[config.mk]
export PLATFORM = sky130hd
export DESIGN_NAME = key_conditioner
export DESIGN_NICKNAME = d
export VERILOG_FILES = /design/src/rtl/key_conditioner.sv
export SDC_FILE = /design/constraint.sdc
export NUM_CORES = 1
export LEC_CHECK = 0
export CORE_UTILIZATION = 45
export CTS_CLUSTER_DIAMETER = 80
export DETAILED_ROUTE_END_ITERATION = 8
export PLACE_DENSITY_LB_ADDON = 0.2
export SLEW_MARGIN = 30
export SYNTH_ARGS = -nofsm -noshare
export SYNTH_HDL_FRONTEND = slang
export SYNTH_SLANG_ARGS = --single-unit
[constraint.sdc]
create_clock -name CLOCK_50 -period 6.3 [get_ports CLOCK_50]
set_input_delay 0.945 -clock CLOCK_50 [delete_from_list [all_inputs] [get_ports CLOCK_50]]
set_output_delay 0.945 -clock CLOCK_50 [all_outputs]
set_load 0.005 [all_outputs]
[src/rtl/key_conditioner.sv]
// Board push-button front end: per-key synchronizer, debounce FSM and
// registered one-cycle press/release strobes for the game core.
module key_conditioner #(
  parameter int NUM_KEYS        = 4,
  parameter int SYNC_STAGES     = 2,
  parameter int DEBOUNCE_CYCLES = 500000
) (
  input  logic                CLOCK_50,
  input  logic                reset_N,
  input  logic [NUM_KEYS-1:0] KEY_raw,
  output logic [NUM_KEYS-1:0] key_level,
  output logic [NUM_KEYS-1:0] key_press,
  output logic [NUM_KEYS-1:0] key_release
);

  localparam int CNT_W = $clog2(DEBOUNCE_CYCLES + 1);

  // Bit 1 of the state is the debounced level, so key_level comes straight off a flop.
  localparam logic [1:0] ST_UP     = 2'b00;
  localparam logic [1:0] ST_CHK_DN = 2'b01;
  localparam logic [1:0] ST_DOWN   = 2'b10;
  localparam logic [1:0] ST_CHK_UP = 2'b11;

  localparam logic [CNT_W-1:0] CNT_LAST = CNT_W'(DEBOUNCE_CYCLES - 1);
  localparam logic [CNT_W-1:0] CNT_ONE  = CNT_W'(1);

  for (genvar g = 0; g < NUM_KEYS; g++) begin : g_key
    logic [SYNC_STAGES-1:0] sync_q, sync_d;
    logic [1:0]             state_q, state_d;
    logic [CNT_W-1:0]       cnt_q, cnt_d;
    logic                   press_q, press_d;
    logic                   rls_q, rls_d;
    logic                   s, done;

    always_comb begin
      sync_d  = {sync_q[SYNC_STAGES-2:0], KEY_raw[g]};
      s       = ~sync_q[SYNC_STAGES-1];
      // >= rather than == keeps DEBOUNCE_CYCLES=1 accepting on the first check cycle.
      done    = (cnt_q >= CNT_LAST);
      state_d = state_q;
      cnt_d   = cnt_q;
      press_d = 1'b0;
      rls_d   = 1'b0;
      case (state_q)
        ST_UP: begin
          if (s) begin
            state_d = ST_CHK_DN;
            cnt_d   = CNT_ONE;
          end else begin
            cnt_d = '0;
          end
        end
        ST_CHK_DN: begin
          if (!s) begin
            state_d = ST_UP;
            cnt_d   = '0;
          end else if (done) begin
            state_d = ST_DOWN;
            cnt_d   = '0;
            press_d = 1'b1;
          end else begin
            cnt_d = cnt_q + CNT_ONE;
          end
        end
        ST_DOWN: begin
          if (!s) begin
            state_d = ST_CHK_UP;
            cnt_d   = CNT_ONE;
          end else begin
            cnt_d = '0;
          end
        end
        ST_CHK_UP: begin
          if (s) begin
            state_d = ST_DOWN;
            cnt_d   = '0;
          end else if (done) begin
            state_d = ST_UP;
            cnt_d   = '0;
            rls_d   = 1'b1;
          end else begin
            cnt_d = cnt_q + CNT_ONE;
          end
        end
        default: begin
          state_d = ST_UP;
          cnt_d   = '0;
        end
      endcase
    end

    always_ff @(posedge CLOCK_50 or negedge reset_N) begin
      if (!reset_N) begin
        sync_q  <= '1;
        state_q <= ST_UP;
        cnt_q   <= '0;
        press_q <= 1'b0;
        rls_q   <= 1'b0;
      end else begin
        sync_q  <= sync_d;
        state_q <= state_d;
        cnt_q   <= cnt_d;
        press_q <= press_d;
        rls_q   <= rls_d;
      end
    end

    assign key_level[g]   = state_q[1];
    assign key_press[g]   = press_q;
    assign key_release[g] = rls_q;
  end

endmodule
==> reports/metrics.yaml <==
timing:
  drv_slew: 0
  hold_viol: 0
  maxSlewHeadroom: 0.519
  fin_setup_tns_ps: 0
  clock.fmax_mhz: 446
  postLayoutSetupSlackWorst_ps: 4060
  rsz0062_at_grt: "no"
  period_minus_slack_ps: 2240
  setup_viol: 0
  tightest_slew_ps: 716
  hold_ws_ps: 361
  finalCritPeriodShare: 0.356
  skew_ps: 12.1
run_status:
  status: "completed"
cells_and_area:
  fin_util: 0.512
  layout_common_cells: "dfrtp_1 (92), nor2_1 (90), xor2_1 (38)"
  antenna_cells: 0
  num-nets-final: 485
  final_common_cell: "dfrtp_1"
  final_cell_area_sq_um: 5100
  syn_to_final_growth_pct: 8.26
  layout-drive-gt1-share: 0.0689
  fin_cells: 612
route:
  firstDrtPassIters: 4
  drt-vias-per-instance: 5.10
  ant_nets: 0
  drt_iter0_drc: 91
  route.vias.total: 3119
  drc: 0
  wl_mm: 7.98
  routedWlPerCell_um: 13.0
worst_setup_path:
  rr_startpoint: "g_key[2].cnt_q[0]"
  crit_buf_inv: 1
  path_delay_family: "buffers and inverters"
  reg2reg_slack_ps: 4070
  worstPathCellList: "clkdlybuf4s50_1"
  critPathRequiredTime_ps: 5350
  timing.rr.end: "g_key[2].cnt_q[8]"
  crit_fanout: 5
  endpoint_kind: "primary output"
  critPathSlowestCell: "clkdlybuf4s50_1"
  crit_arrival_ps: 1300
  r2r_cells: 6
  crit_type: "reg -> out"
  crit_path_start_kind: "flop"
  cpPeakStageDelay_ps: 530
logic_synthesis:
  synthArstFlopShare: 1.00
  synth_top_area_cell: "dfrtp_1"
  synth_top_family_by_area: "simple AND/OR/NAND/NOR gates"
  synth_top_area_frac: 0.489
  synth-xor-area-share: 0.128
  synthDistinctLibCells: 46
  muxShareOfSynthArea: 0.00850
  synth_seq_cells: 100
  synthCells: 466
  ys_seq_area_frac: 0.534
  synth_edf_count: 0
  synth_flop_cell: "dfrtp_1"
  ys_warn_count: 0
  synth_fp_nets: 476
  syn-mean-instance-area_sq_um: 10.1
  netlist_area_sq_um: 4710
  synth_compound_area_frac: 0.0393
  synthTopCellsByArea: "dfrtp_1 (49%), nor2_1 (7.2%), xor2_1 (7.1%), xnor2_1 (5.8%), dfstp_2 (4.5%)"
  synthAdderAreaFrac: 0.0106
  synthSimpleGateAreaFrac: 0.235
floorplanning:
  start_util: 0.473
  core_sq_um: 9950
  die_x_um: 104
  io_pins: 18
  dieArea_sq_um: 10900
  num_rows: 36
  die_h_um: 104
clock_network:
  cts_sinks: 100
  clock_path_buffers: 2
  h-tree-depth: 3
  hold_buffers: 0
  cts-resized-gates: 0
  insertion_delay_ps: 350
  cts_setup_buffers: 0
  cts_buffers: 9
  cts_tree: "built"
  clock-root-buffer: "clkbuf_8"
  cts.clk_slew.worst_paths_ps: 90
place:
  place.gp.congestion: 0.759
  hpwl_mm: 5.33
  dp_cells: 597
  io_buffers: 17
  preCtsSetupSlack_ps: 4100
  placed_area_sq_um: 4910
grt:
  grt_usage: 0.164
  grt_start_max_net_pins: 56
  antenna_found_initial: 0
  grt_pass1_wl_mm: 14.5
  grt_pass1_vias: 3091
  overflow: 0
worst_hold_path:
  holdCritPathClass: "reg -> reg"
  hold_depth: 0
  hp-start: "g_key[1].sync_q[0]"
  hold_end: "g_key[1].sync_q[1]"
power:
  p_per_area_nw_per_um2: 215
  max-vdd-ir-drop_mv: 0.109
  power_mw: 1.09
  leakagePower_nw: 2.15
flow_run:
  max-cap-violations: 0
[power by group]
| group | switching [mW] | leakage [nW] | total [mW] | internal, mW |
|---|---|---|---|---|
| Sequential | 0.00600 | 1.35 | 0.657 | 0.651 |
| Clock | 0.213 | 0.0979 | 0.404 | 0.191 |
| Combinational | 0.0244 | 0.697 | 0.0337 | 0.00934 |
| Total | 0.244 | 2.15 | 1.09 | 0.851 |
[metal layers]
layer  global-route usage  vias up  part of all wire
met5                    0        -                 0
met4               0.0551        0             0.010
met3               0.0388        6             0.031
met2                0.251       32              0.46
met1                0.229     1517              0.50
li1                     -     1564                 -
[worst max-delay path by stage]
stage	end	cells after the start	start
finish	key_level[3]	1	flop
global route	g_key[1].cnt_q[3]	6	g_key[1].cnt_q[0]
CTS	key_level[1]	1	flop
detailed placement	g_key[2].cnt_q[14]	6	g_key[2].cnt_q[0]
global placement	g_key[2].cnt_q[2]	6	g_key[2].cnt_q[0]
floorplan	g_key[2].cnt_q[10]	8	g_key[2].cnt_q[0]
[cells by family after synthesis]
| logic type | after synthesis |
|---|---|
| AND/OR/NAND/NOR | 228 |
| flip-flops | 100 |
| XOR/XNOR | 69 |
| buffers and inverters | 38 |
| AO/OA/AOI/OAI | 23 |
| multiplexers | 4 |
| adder cells (fa/ha/maj) | 4 |
[synthesized netlist by cell type (all sizes together), types with 8 or more instances]
master / n
and3: 20
buf: 17
dfrtp: 92
dfstp: 8
inv: 18
nand2: 34
nand3: 19
nand4: 15
nor2: 90
nor3: 16
xnor2: 31
xor2: 38
[flip-flops by register name, indices dropped and copies added (netlist names), named ones only]
name / cells
g_key.rls_q: 4
g_key.sync_q: 8
g_key.cnt_q: 76
g_key.press_q: 4
g_key.state_q: 4
[final cells by class]
type	count	area, sq um
fillers	895	4860
repair buffers	18	175
flip-flops and latches	100	2510
multi-input cells	328	1990
clock inverters	5	52.6
inverters	18	67.6
clock buffers	10	138
well taps	133	166
No activity file was read; power rests on OpenSTA's default activity.
